--- config.mk ---
export PLATFORM = sky130hd
export DESIGN_NAME = exu_bjp_resolve
export DESIGN_NICKNAME = d
export VERILOG_FILES = /design/src/rtl/exu_bjp_resolve.sv
export SDC_FILE = /design/constraint.sdc
export NUM_CORES = 1
export LEC_CHECK = 0
export CAP_MARGIN = 20
export CORE_MARGIN = 2
export CORE_UTILIZATION = 30
export CTS_CLUSTER_DIAMETER = 200
export CTS_CLUSTER_SIZE = 14
export DETAILED_ROUTE_END_ITERATION = 10
export PLACE_DENSITY = 0.54
export SLEW_MARGIN = 20
export SYNTH_ARGS = -nofsm -noshare
export SYNTH_HDL_FRONTEND = slang
export SYNTH_SLANG_ARGS = --single-unit
--- constraint.sdc ---
create_clock -name clk -period 15.2 [get_ports clk]
set_input_delay 2.28 -clock clk [delete_from_list [all_inputs] [get_ports clk]]
set_output_delay 2.28 -clock clk [all_outputs]
set_load 0.02 [all_outputs]
--- src/rtl/exu_bjp_resolve.sv ---
// exu_bjp_resolve: resolves branch/jump direction and target,
// compares against the IFU prediction and raises a redirect on mispredict.
module exu_bjp_resolve #(
    parameter int PC_SIZE = 32,
    parameter int XLEN    = 32
) (
    input  logic               clk,
    input  logic               rst,
    input  logic               i_valid,
    output logic               i_ready,
    input  logic [PC_SIZE-1:0] i_pc,
    input  logic               i_jal,
    input  logic               i_jalr,
    input  logic               i_bxx,
    input  logic [2:0]         i_bxx_op,
    input  logic [XLEN-1:0]    i_rs1,
    input  logic [XLEN-1:0]    i_rs2,
    input  logic [XLEN-1:0]    i_imm,
    input  logic               i_prdt_taken,
    input  logic [PC_SIZE-1:0] i_prdt_pc,
    output logic               flush_req,
    input  logic               flush_ack,
    output logic [PC_SIZE-1:0] flush_pc,
    output logic [31:0]        perf_bjp_cnt,
    output logic [31:0]        perf_mispred_cnt
);

    typedef enum logic {
        IDLE  = 1'b0,
        FLUSH = 1'b1
    } state_t;

    state_t state;

    logic               accept;
    logic               is_jal;
    logic               is_jalr;
    logic               is_bxx;
    logic               has_cls;
    logic               op_eq;
    logic               op_lt;
    logic               op_ltu;
    logic               bxx_taken;
    logic               act_taken;
    logic               mispred;
    logic [XLEN-1:0]    jalr_sum;
    logic [PC_SIZE-1:0] pc_imm;
    logic [PC_SIZE-1:0] jalr_tgt;
    logic [PC_SIZE-1:0] pc_plus4;
    logic [PC_SIZE-1:0] target;
    logic [PC_SIZE-1:0] redirect_pc;

    assign i_ready = (state == IDLE);
    assign accept  = i_valid & i_ready;

    // Priority jal > jalr > bxx, made one-hot here.
    assign is_jal  = i_jal;
    assign is_jalr = ~i_jal & i_jalr;
    assign is_bxx  = ~i_jal & ~i_jalr & i_bxx;
    assign has_cls = i_jal | i_jalr | i_bxx;

    assign op_eq  = (i_rs1 == i_rs2);
    assign op_lt  = ($signed(i_rs1) < $signed(i_rs2));
    assign op_ltu = (i_rs1 < i_rs2);

    assign pc_imm   = i_pc + i_imm[PC_SIZE-1:0];
    assign jalr_sum = i_rs1 + i_imm;
    assign jalr_tgt = jalr_sum[PC_SIZE-1:0] & ~PC_SIZE'(1);
    assign pc_plus4 = i_pc + PC_SIZE'(4);

    // Branch condition decode by funct3; reserved encodings never take.
    always_comb begin
        bxx_taken = 1'b0;
        case (i_bxx_op)
            3'b000:  bxx_taken = op_eq;
            3'b001:  bxx_taken = ~op_eq;
            3'b100:  bxx_taken = op_lt;
            3'b101:  bxx_taken = ~op_lt;
            3'b110:  bxx_taken = op_ltu;
            3'b111:  bxx_taken = ~op_ltu;
            default: bxx_taken = 1'b0;
        endcase
    end

    // Actual direction and target for the winning class.
    always_comb begin
        act_taken = 1'b0;
        target    = pc_imm;
        unique case (1'b1)
            is_jal: begin
                act_taken = 1'b1;
                target    = pc_imm;
            end
            is_jalr: begin
                act_taken = 1'b1;
                target    = jalr_tgt;
            end
            is_bxx: begin
                act_taken = bxx_taken;
                target    = pc_imm;
            end
            default: begin
                act_taken = 1'b0;
                target    = pc_imm;
            end
        endcase
    end

    // Beats with no class set are never mispredicts.
    assign mispred = has_cls &
                     ((act_taken != i_prdt_taken) |
                      (act_taken & i_prdt_taken &
                       (target != i_prdt_pc)));

    assign redirect_pc = act_taken ? target : pc_plus4;

    // Redirect FSM: flush_req/flush_pc held until the IFU acks.
    always_ff @(posedge clk) begin
        if (rst) begin
            state     <= IDLE;
            flush_req <= 1'b0;
            flush_pc  <= '0;
        end else begin
            case (state)
                IDLE: begin
                    if (accept & mispred) begin
                        state     <= FLUSH;
                        flush_req <= 1'b1;
                        flush_pc  <= redirect_pc;
                    end
                end
                FLUSH: begin
                    if (flush_ack) begin
                        state     <= IDLE;
                        flush_req <= 1'b0;
                    end
                end
                default: begin
                    state     <= IDLE;
                    flush_req <= 1'b0;
                end
            endcase
        end
    end

    // Saturating performance counters.
    always_ff @(posedge clk) begin
        if (rst) begin
            perf_bjp_cnt     <= '0;
            perf_mispred_cnt <= '0;
        end else begin
            if (accept & has_cls & (perf_bjp_cnt != '1))
                perf_bjp_cnt <= perf_bjp_cnt + 32'd1;
            if (accept & mispred & (perf_mispred_cnt != '1))
                perf_mispred_cnt <= perf_mispred_cnt + 32'd1;
        end
    end

endmodule

==> results of run 1 <==
[cell families after synthesis]
group / count (synthesis) / share of synthesized area
AND/OR/NAND/NOR: 630 / 0.2784
AO/OA/AOI/OAI: 399 / 0.2290
XOR/XNOR: 139 / 0.1163
buffers and inverters: 129 / 0.04868
adder cells (fa/ha/maj): 99 / 0.1109
flip-flops: 98 / 0.1735
multiplexers: 46 / 0.04337
[stage by stage]
stage	power [mW]	instance area, um^2	instances	worst slack [ps]
final	0.9763	14700	2268	5873
after global routing	1.035	14700	2267	5306
after CTS	0.9824	14700	2267	5800
after detailed placement	0.7290	14380	2251	5444
after global placement	0.7283	14370	2251	5601
after floorplan	0.5570	11310	1540	7452
[area by class of cell]
type	count	area (um^2)
Tap cell	511	639.4
Timing Repair Buffer	272	2714
Inverter	57	214.0
Antenna cell	1	2.502
Fill cell	3940	22700
Sequential cell	98	1962
Clock inverter	7	98.84
Clock buffer	9	225.2
Multi-Input combinational cell	1313	8848
[sequential cells by signal (all words and copies together) (netlist names)]
name,cells
flush_pc,32
flush_req,1
perf_bjp_cnt,32
perf_mispred_cnt,32
state,1
[critical path: stages]
cell and delay, ps:
sky130_fd_sc_hd__clkdlybuf4s50_1 450, sky130_fd_sc_hd__inv_1 40, sky130_fd_sc_hd__ha_1 280, sky130_fd_sc_hd__a21oi_1 150, sky130_fd_sc_hd__nor2b_1 50, sky130_fd_sc_hd__o21ai_0 150
sky130_fd_sc_hd__a21oi_1 80, sky130_fd_sc_hd__a2111oi_0 470, sky130_fd_sc_hd__a21oi_1 200, sky130_fd_sc_hd__nor4_1 570, sky130_fd_sc_hd__xnor2_1 210, sky130_fd_sc_hd__a31oi_4 200
sky130_fd_sc_hd__buf_4 460, sky130_fd_sc_hd__inv_1 250, sky130_fd_sc_hd__ha_1 350, sky130_fd_sc_hd__nor3_1 240, sky130_fd_sc_hd__o2111ai_1 150, sky130_fd_sc_hd__nor4_1 300
sky130_fd_sc_hd__nand4_1 120, sky130_fd_sc_hd__or4b_1 540, sky130_fd_sc_hd__a2111o_1 430, sky130_fd_sc_hd__nor4_4 410, sky130_fd_sc_hd__a21o_4 630, sky130_fd_sc_hd__nor4_1 160
sky130_fd_sc_hd__mux2_1 340
[routing by layer]
metal  vias up  part of all wire  global-route usage  wire length (um)
met2       358              0.45              0.3554             19640
li1       6058                 -                   -                 -
met4         2             0.036             0.07909              1546
met1      5651              0.46              0.2900             20090
met3        58             0.047             0.02112              2052
met5         -           0.00030                   0                13
[path summary, 6_finish.rpt]
kind                       startpoint                   end  slack (ps)  cells past startpoint
setup reg to reg  perf_mispred_cnt[0]  perf_mispred_cnt[20]       11310                     11
setup / recovery            i_rs2[17]  perf_mispred_cnt[10]        5870                     25
hold reg to reg          flush_pc[16]          flush_pc[16]         450                      2
hold / removal           flush_pc[16]          flush_pc[16]         450                      2
[cells in the mapped netlist (all sizes together) (30+ instances only)]
cell type and number:
a21o 30, a21oi 144, and3 36, clkbuf 52, dfxtp 98, ha 97
inv 57, nand2 185, nand3 65, nand4 31, nor2 140, nor3 30
o21ai 74, xnor2 67, xor2 65
[report_power, final]
part	switching (mW)	leakage (nW)	internal (mW)
combinational	0.263	4.65	0.189
clock	0.104	0.162	0.146
sequential	0.00696	0.794	0.267
==> flow_summary.rst, run 1 <==
.. list-table::
   :header-rows: 1

   * - Metric
     - Value
   * - Outcome
     - complete, no violations
   * - Hold slack final
     - 452.4 ps
   * - Share of synthesized flip-flops with an asynchronous set or reset
     - 0
   * - Critical setup path kind
     - primary input to register
   * - Final ANT Viol Nets
     - 0
   * - Synth Warn #
     - 0
   * - Worst ir drop on vdd
     - 49.69 uV
   * - Cell Rows
     - 71
   * - Register bit total from synthesis
     - 98
   * - Most common cell after layout, fill and taps aside
     - sky130_fd_sc_hd__clkdlybuf4s50_1
   * - P&R area growth vs syn
     - 30.01%
   * - Period utilisation layout
     - 0.6136
   * - Count of hold-fix buffers inserted at cts
     - 0
   * - Proportion of netlist area held by the largest area contributor
     - 0.1735
   * - Sequential area share after synthesis
     - 0.1735
   * - Longest Clk Path Bufs
     - 2
   * - Number of pins with negative max-slew slack in the final report
     - 0
   * - Cell count after synthesis
     - 1,540
   * - Setup repair after global routing missed its margin
     - no
   * - Placer Congestion
     - 0.9276
   * - Slew @ Worst Pin
     - 1002 ps
   * - Overall track demand over capacity in global routing
     - 0.2153
   * - Area of the die
     - 0.03927 mm^2
   * - MaxCap Viol Count
     - 0
   * - Root Buffer Master
     - sky130_fd_sc_hd__clkbuf_16
   * - First-pass GRT wire length
     - 65,640 um
   * - Via total after detailed routing
     - 12,130
   * - Synthesized area per cell
     - 7.344 um^2
   * - Pin count of the biggest net entering global routing
     - 118
   * - Pwr dens
     - 66.39 mW/mm^2
   * - Gates resized, CTS repair
     - 0
   * - Worst endpoint required time
     - 15,420 ps
   * - Number of clock buffers inserted by TritonCTS
     - 9
   * - Commonest cells after routing, fill and taps aside
     - sky130_fd_sc_hd__clkdlybuf4s50_1 (267), sky130_fd_sc_hd__nand2_1 (185), sky130_fd_sc_hd__a21oi_1 (143), sky130_fd_sc_hd__nor2_1 (140), sky130_fd_sc_hd__dfxtp_1 (98)
   * - Post-CTS setup-driven buffer insertion count
     - 0
   * - Cell types occupying the most area after synthesis
     - sky130_fd_sc_hd__dfxtp_1 (17%), sky130_fd_sc_hd__ha_1 (11%), sky130_fd_sc_hd__a21oi_1 (6.4%), sky130_fd_sc_hd__nand2_1 (6.1%), sky130_fd_sc_hd__xnor2_1 (5.2%)
   * - Number of top-level design ports
     - 269
   * - Net count reported at finish
     - 2,021
   * - Post-synthesis cell type with the largest combined area
     - sky130_fd_sc_hd__dfxtp_1
   * - Number of unique standard cell types used by synthesis
     - 82
   * - Netlist area before placement
     - 0.01131 mm^2
   * - Total DRC errors in the routed layout
     - 0
   * - Die outline height
     - 198.2 um
   * - Count of final setup violators
     - 0
   * - Routed wirelength normalized by instance count
     - 19.11 um
   * - Vias per cell
     - 5.347
   * - Relative slew slack
     - 0.3308
   * - Sink count of the clock tree
     - 98
   * - Predominant post-synthesis flop cell
     - sky130_fd_sc_hd__dfxtp_1
   * - Class of the most critical hold timing path
     - register to register
   * - Level count of the clock H-tree
     - 3
   * - Largest fanout on the critical path
     - 69
   * - Utilization after layout
     - 0.3932
   * - Core footprint
     - 0.03740 mm^2
   * - Leakage component of the power
     - 5.605 nW
   * - Minimum clock period
     - 9327 ps
   * - Initial antenna violation count
     - 2
   * - Number of input and output port buffers inserted
     - 268
   * - Clk pin slew, worst setup/hold paths
     - 70 ps
   * - Element type at the critical path end
     - register
   * - Final Skew
     - 9.017 ps
   * - Overall die width
     - 198.2 um
   * - Clk_lat worst skew
     - 340 ps
   * - Synth Net Count
     - 1,810
   * - Arrival time of data at the critical path endpoint
     - 9550 ps
   * - Total Neg Setup Slack
     - 0 ps
   * - Number of synthesized flops with an enable pin
     - 0
   * - Kind of start point of the critical path
     - primary input
   * - Number of endpoints with negative hold slack in the final report
     - 0
   * - Gr ovfl total
     - 0
   * - Fraction of final layout cells with drive strength greater than 1
     - 0.03132
   * - Highest clock frequency the design can meet
     - 0.1072 GHz
   * - Number of DRC violations after detailed-routing iteration 0
     - 621
   * - Total iterations of the first detailed-routing run
     - 5
   * - Effective utilization at floorplan
     - 0.3024
   * - Post-detail-place hpwl
     - 36,440 um
   * - CTS tree
     - yes
   * - Number of global-route vias before repair
     - 11,660
   * - Routed Wire Length
     - 43,340 um
Note: power is estimated with default switching activity, not from simulation.
==> inputs of run 2 (changes only) <==
--- a/config.mk
+++ b/config.mk
@@ -11,7 +11,7 @@
 export CTS_CLUSTER_DIAMETER = 200
 export CTS_CLUSTER_SIZE = 14
 export DETAILED_ROUTE_END_ITERATION = 10
-export PLACE_DENSITY = 0.54
+export PLACE_DENSITY = 0.56
 export SLEW_MARGIN = 20
 export SYNTH_ARGS = -nofsm -noshare
 export SYNTH_HDL_FRONTEND = slang
==> constraint.sdc (replaced) <==
create_clock -name clk -period 8.1 [get_ports clk]
set_input_delay 1.215 -clock clk [delete_from_list [all_inputs] [get_ports clk]]
set_output_delay 1.215 -clock clk [all_outputs]
set_load 0.02 [all_outputs]
==> flow_summary.rst, run 2 (synthesized netlist as in run 1, its figures left out) <==
.. list-table::
   :header-rows: 1

   * - Metric
     - Value
   * - Placed cell count
     - 2,259
   * - Longest Clk Path Bufs
     - 2
   * - Initial antenna violation count
     - 1
   * - Kind of start point of the critical path
     - primary input
   * - Fill cells
     - 3,910
   * - Total iterations of the first detailed-routing run
     - 5
   * - Slew @ Worst Pin
     - 952.6 ps
   * - Period utilisation layout
     - 0.8729
   * - Cell Rows
     - 71
   * - Gates resized, CTS repair
     - 0
   * - Effective utilization at floorplan
     - 0.3024
   * - Die outline height
     - 198.2 um
   * - Area of the die
     - 0.03927 mm^2
   * - Minimum clock period
     - 7071 ps
   * - Number of global-route vias before repair
     - 11,520
   * - Pwr dens
     - 125.6 mW/mm^2
   * - Number of DRC violations after detailed-routing iteration 0
     - 638
   * - Number of pins with negative max-slew slack in the final report
     - 0
   * - Number of input and output port buffers inserted
     - 268
   * - Commonest cells after routing, fill and taps aside
     - sky130_fd_sc_hd__clkdlybuf4s50_1 (267), sky130_fd_sc_hd__nand2_1 (185), sky130_fd_sc_hd__a21oi_1 (143), sky130_fd_sc_hd__nor2_1 (140), sky130_fd_sc_hd__dfxtp_1 (98)
   * - MaxCap Viol Count
     - 0
   * - Hold slack final
     - 450.4 ps
   * - Routed wirelength normalized by instance count
     - 18.74 um
   * - Worst endpoint required time
     - 8380 ps
   * - Sink count of the clock tree
     - 98
   * - Post-CTS setup-driven buffer insertion count
     - 0
   * - Highest clock frequency the design can meet
     - 0.1414 GHz
   * - Post-detail-place hpwl
     - 36,180 um
   * - Overall die width
     - 198.2 um
   * - Cell-by-cell listing of the critical path
     - clkdlybuf4s50_1 > ha_1 > nand4_1 > nor2_1 > nand3_1 > nor4_1 > buf_4 > xor2_1 > a311o_1 > a31oi_4 > inv_1 > ha_1 > nor3_1 > o2111ai_1 > nor4_1 > nand4_1 > or4b_1 > a2111o_1 > nor4_4 > a21o_4 > buf_4 > nand2_1 > a21oi_1
   * - Crit Reg-Reg Endpoint
     - perf_mispred_cnt[20]
   * - Clk pin slew, worst setup/hold paths
     - 70 ps
   * - Gr ovfl total
     - 0
   * - Flop2flop setup slack
     - 4190 ps
   * - Place WS
     - 642.8 ps
   * - Number of clock buffers inserted by TritonCTS
     - 9
   * - Class of the most critical hold timing path
     - register to register
   * - Root Buffer Master
     - sky130_fd_sc_hd__clkbuf_16
   * - Worst setup startpoint
     - i_rs1[31]
   * - Placer Congestion
     - 0.9127
   * - Critical setup path kind
     - primary input to register
   * - Count of hold-fix buffers inserted at cts
     - 0
   * - Area of all sequential standard cells
     - 0.001962 mm^2
   * - Core footprint
     - 0.03740 mm^2
   * - Fraction of final layout cells with drive strength greater than 1
     - 0.03515
   * - Vias per cell
     - 5.306
   * - Number of endpoints with negative hold slack in the final report
     - 0
   * - Startpoint of the worst-slack reg-to-reg timing path
     - perf_mispred_cnt[0]
   * - Routed Wire Length
     - 42,640 um
   * - Pin count of the biggest net entering global routing
     - 70
   * - Most common cell after layout, fill and taps aside
     - sky130_fd_sc_hd__clkdlybuf4s50_1
   * - Level count of the clock H-tree
     - 3
   * - Net count reported at finish
     - 2,029
   * - Max incr delay on CP
     - 540 ps
   * - Overall Power
     - 1.859 mW
   * - Number of top-level design ports
     - 269
   * - Relative slew slack
     - 0.3636
   * - Element type at the critical path end
     - register
   * - Largest fanout on the critical path
     - 38
   * - Final ANT Viol Nets
     - 0
   * - P&R area growth vs syn
     - 30.80%
   * - Arrival time of data at the critical path endpoint
     - 7350 ps
   * - Post-route non-filler standard cell count
     - 2,276
   * - Capturing element of the worst setup path
     - flush_pc[31]
   * - Total Neg Setup Slack
     - 0 ps
   * - Outcome
     - complete, no violations
   * - Setup repair after global routing missed its margin
     - no
   * - Worst ir drop on vdd
     - 89.81 uV
   * - Setup slack of the critical path after layout
     - 1029 ps
   * - Combined area of the multi-input logic cells
     - 0.008848 mm^2
   * - Final Skew
     - 8.392 ps
   * - CTS tree
     - yes
   * - Clk_lat worst skew
     - 350 ps
   * - Path depth of the worst reg2reg path
     - 11
   * - Leakage component of the power
     - 5.647 nW
   * - Overall track demand over capacity in global routing
     - 0.2119
   * - First-pass GRT wire length
     - 64,410 um
   * - Count of final setup violators
     - 0
   * - Total DRC errors in the routed layout
     - 0
   * - Worst-path cell with the longest stage delay
     - sky130_fd_sc_hd__clkdlybuf4s50_1
   * - Via total after detailed routing
     - 12,080
   * - Largest registers in the final layout
     - flush_pc x32, perf_bjp_cnt x32, perf_mispred_cnt x32
==> run 2: power by group <==
group	switching [mW]	internal (mW)	leakage, nW	total [mW]
Sequential	0.0130	0.500	0.794	0.513
Combinational	0.492	0.359	4.69	0.851
Clock	0.191	0.303	0.163	0.494
==> run 2: how the worst min path moves through the flow <==
stage | startpoint | depth (start not counted) | to | slack, ps
after floorplan | state | 1 | flush_req | 440
after CTS | flush_pc[26] | 2 | flush_pc[26] | 460
after global routing | flush_pc[29] | 2 | flush_pc[29] | 480
after global placement | flush_pc[25] | 2 | flush_pc[25] | 440
after detailed placement | flush_pc[25] | 2 | flush_pc[25] | 450
final | flush_pc[26] | 2 | flush_pc[26] | 450
==> run 2: final cells by class <==
type,count,share of cell area
Sequential cell,98,0.1326
Timing Repair Buffer,280,0.1881
Tap cell,511,0.04322
Inverter,57,0.01446
Clock buffer,10,0.01548
Multi-Input combinational cell,1313,0.5982
Clock inverter,6,0.007781
Antenna cell,1,0.0001692
==> run 2: worst max-delay path, delay by kind of cell <==
family	cells	cell delay [ps]
buf+inv	4	1100
xor+xnor	1	60
compound gates	6	1640
simple gates	10	2610
fa+ha+maj	2	700
==> run 2: stage by stage <==
stage	cell area, um^2	util
after floorplan	11310	-
after global placement	14420	0.3855
after detailed placement	14450	0.3863
after CTS	14790	0.3955
after global routing	14790	0.3955
final	14790	0.3955
==> run 2: metal layers <==
| metal | GRT usage | vias to the layer above | share of wire |
|---|---|---|---|
| met5 | 0 | - | 0 |
| met4 | 0.07018 | 0 | 0.028 |
| met3 | 0.01635 | 42 | 0.047 |
| met2 | 0.3582 | 341 | 0.46 |
| met1 | 0.2843 | 5623 | 0.46 |
| li1 | - | 6071 | - |
==> inputs of run 3 (changes only) <==
--- a/config.mk
+++ b/config.mk
@@ -5,8 +5,7 @@
 export SDC_FILE = /design/constraint.sdc
 export NUM_CORES = 1
 export LEC_CHECK = 0
-export CAP_MARGIN = 20
-export CORE_MARGIN = 2
+export CORE_MARGIN = 4
 export CORE_UTILIZATION = 30
 export CTS_CLUSTER_DIAMETER = 200
 export CTS_CLUSTER_SIZE = 14
==> flow_summary.rst, run 3 (synthesized netlist as in run 1, its figures left out) <==
.. list-table::
   :header-rows: 1

   * - Metric
     - Value
   * - Outcome
     - complete, no violations
   * - Utilization after layout
     - 0.3994
   * - Worst setup startpoint
     - i_rs1[31]
   * - Total DRC errors in the routed layout
     - 0
   * - Final ANT Viol Nets
     - 0
   * - Number of input and output port buffers inserted
     - 268
   * - Placement-stage cell area
     - 0.01441 mm^2
   * - Number of pins with negative max-slew slack in the final report
     - 0
   * - Fraction of final layout cells with drive strength greater than 1
     - 0.03460
   * - Slew @ Worst Pin
     - 927.6 ps
   * - Clk pin slew, worst setup/hold paths
     - 70 ps
   * - Element type at the critical path end
     - register
   * - Overall Power
     - 1.827 mW
   * - Root Buffer Master
     - sky130_fd_sc_hd__clkbuf_16
   * - Number of global-route vias before repair
     - 11,660
   * - Fill cells
     - 3,843
   * - Number of endpoints with negative hold slack in the final report
     - 0
   * - Worst ir drop on vdd
     - 87.19 uV
   * - Relative slew slack
     - 0.3737
   * - Largest registers in the final layout
     - flush_pc x32, perf_bjp_cnt x32, perf_mispred_cnt x32
   * - Die outline height
     - 202.2 um
   * - CTS tree
     - yes
   * - Flop2flop setup slack
     - 4090 ps
   * - Number of clock buffers inserted by TritonCTS
     - 9
   * - Routed Wire Length
     - 43,150 um
   * - Overall track demand over capacity in global routing
     - 0.2014
   * - Minimum clock period
     - 7033 ps
   * - Count of hold-fix buffers inserted at cts
     - 0
   * - Hold wc startpoint
     - flush_pc[26]
   * - Sink count of the clock tree
     - 98
   * - Total iterations of the first detailed-routing run
     - 8
   * - Antenna Diode Count
     - 0
   * - Initial antenna violation count
     - 0
   * - Post-CTS setup-driven buffer insertion count
     - 0
   * - Final Skew
     - 13.00 ps
   * - Via total after detailed routing
     - 12,140
   * - Clk_lat worst skew
     - 350 ps
   * - Placed cell count
     - 2,251
   * - Largest fanout on the critical path
     - 42
   * - Area of all placed cells without fillers
     - 0.01473 mm^2
   * - Combined area of the multi-input logic cells
     - 0.008840 mm^2
   * - Class of the most critical hold timing path
     - register to register
   * - Critical setup path kind
     - primary input to register
   * - MaxCap Viol Count
     - 0
   * - Worst endpoint required time
     - 8330 ps
   * - Level count of the clock H-tree
     - 3
   * - Gr ovfl total
     - 0
   * - Gates resized, CTS repair
     - 0
   * - Routed wirelength normalized by instance count
     - 19.03 um
   * - Startpoint of the worst-slack reg-to-reg timing path
     - perf_mispred_cnt[0]
   * - Period utilisation layout
     - 0.8683
   * - Post-route non-filler standard cell count
     - 2,267
   * - Most common cell after layout, fill and taps aside
     - sky130_fd_sc_hd__clkdlybuf4s50_1
   * - Kind of start point of the critical path
     - primary input
   * - Count of final setup violators
     - 0
   * - Setup repair after global routing missed its margin
     - no
   * - Placer Congestion
     - 0.9427
   * - Commonest cells after routing, fill and taps aside
     - sky130_fd_sc_hd__clkdlybuf4s50_1 (267), sky130_fd_sc_hd__nand2_1 (185), sky130_fd_sc_hd__a21oi_1 (143), sky130_fd_sc_hd__nor2_1 (140), sky130_fd_sc_hd__dfxtp_1 (98)
   * - Area of the die
     - 0.04087 mm^2
   * - Core footprint
     - 0.03687 mm^2
   * - Highest clock frequency the design can meet
     - 0.1422 GHz
   * - Arrival time of data at the critical path endpoint
     - 7270 ps
   * - Net count reported at finish
     - 2,028
   * - First-pass GRT wire length
     - 66,140 um
   * - P&R area growth vs syn
     - 30.22%
   * - Area of all sequential standard cells
     - 0.001962 mm^2
   * - Number of top-level design ports
     - 269
   * - Total Neg Setup Slack
     - 0 ps
   * - Number of DRC violations after detailed-routing iteration 0
     - 780
   * - Cell Rows
     - 70
   * - Overall die width
     - 202.2 um
   * - Pin count of the biggest net entering global routing
     - 63
   * - Leakage component of the power
     - 5.611 nW
   * - Effective utilization at floorplan
     - 0.3067
   * - Post-detail-place hpwl
     - 36,490 um
   * - Longest Clk Path Bufs
     - 2
   * - Vias per cell
     - 5.356
   * - Pwr dens
     - 124.0 mW/mm^2
[run 3: changes by cell type in the layout (fill, tap and decap cells not counted)]
cell and change:
sky130_fd_sc_hd__bufinv_16 -1, sky130_fd_sc_hd__diode_2 -1, sky130_fd_sc_hd__inv_6 +1, sky130_fd_sc_hd__clkinv_2 +1
sky130_fd_sc_hd__nor4_4 -1, sky130_fd_sc_hd__buf_12 -1, sky130_fd_sc_hd__nor4_2 +1, sky130_fd_sc_hd__clkinv_4 -1
[run 3: worst paths after layout]
| path | endpoint | cells past startpoint |
|---|---|---|
| max | perf_mispred_cnt[15] | 22 |
| min | flush_pc[26] | 2 |
| max reg2reg | perf_mispred_cnt[20] | 11 |
| min reg2reg | flush_pc[26] | 2 |
[run 3: area by class of cell]
type,instances,area share
repair buffers,279,0.1876
inverters,57,0.01453
well taps,504,0.04282
multi-input cells,1313,0.6002
clock inverters,6,0.006117
flip-flops and latches,98,0.1332
clock buffers,10,0.01555
[run 3: through the flow]
stage | hold slack [ps] | setup WS, ps
after detailed placement | 449.1 | 604.8
after floorplan | 436.2 | 1417
final | 454.1 | 1067
after CTS | 458.7 | 966.4
after global placement | 440.7 | 803.7
after global routing | 476.3 | 515.1
[run 3: metal layers]
metal | GRT usage | routed length, um | vias up | share of wire
met2 | 0.3414 | 20020 | 382 | 0.46
met1 | 0.2768 | 20190 | 5658 | 0.47
met3 | 0.02102 | 2131 | 42 | 0.049
met5 | 0 | 0 | - | 0
li1 | - | - | 6061 | -
met4 | 0.04583 | 806 | 0 | 0.019
[run 3: worst max-delay path, cell delays in order]
cell and delay, ps:
sky130_fd_sc_hd__clkdlybuf4s50_1 540, sky130_fd_sc_hd__ha_1 420, sky130_fd_sc_hd__nand4_1 130, sky130_fd_sc_hd__nor2_1 230
sky130_fd_sc_hd__nand3_1 200, sky130_fd_sc_hd__nor4_1 300, sky130_fd_sc_hd__buf_4 170, sky130_fd_sc_hd__xor2_1 60
sky130_fd_sc_hd__a311o_1 350, sky130_fd_sc_hd__a31oi_4 150, sky130_fd_sc_hd__inv_1 70, sky130_fd_sc_hd__ha_1 290
sky130_fd_sc_hd__nor3_1 210, sky130_fd_sc_hd__o2111ai_1 140, sky130_fd_sc_hd__nor4_1 310, sky130_fd_sc_hd__nand4_1 130
sky130_fd_sc_hd__or4b_1 550, sky130_fd_sc_hd__a2111o_1 430, sky130_fd_sc_hd__nor4_4 420, sky130_fd_sc_hd__a21o_4 440
sky130_fd_sc_hd__nor4_1 130, sky130_fd_sc_hd__mux2_1 340
[run 3: power breakdown]
group / internal, mW / switching (mW) / leakage [nW] / total [mW]
combinational: 0.357 / 0.492 / 4.66 / 0.849
clock: 0.272 / 0.192 / 0.153 / 0.464
sequential: 0.501 / 0.0136 / 0.794 / 0.514
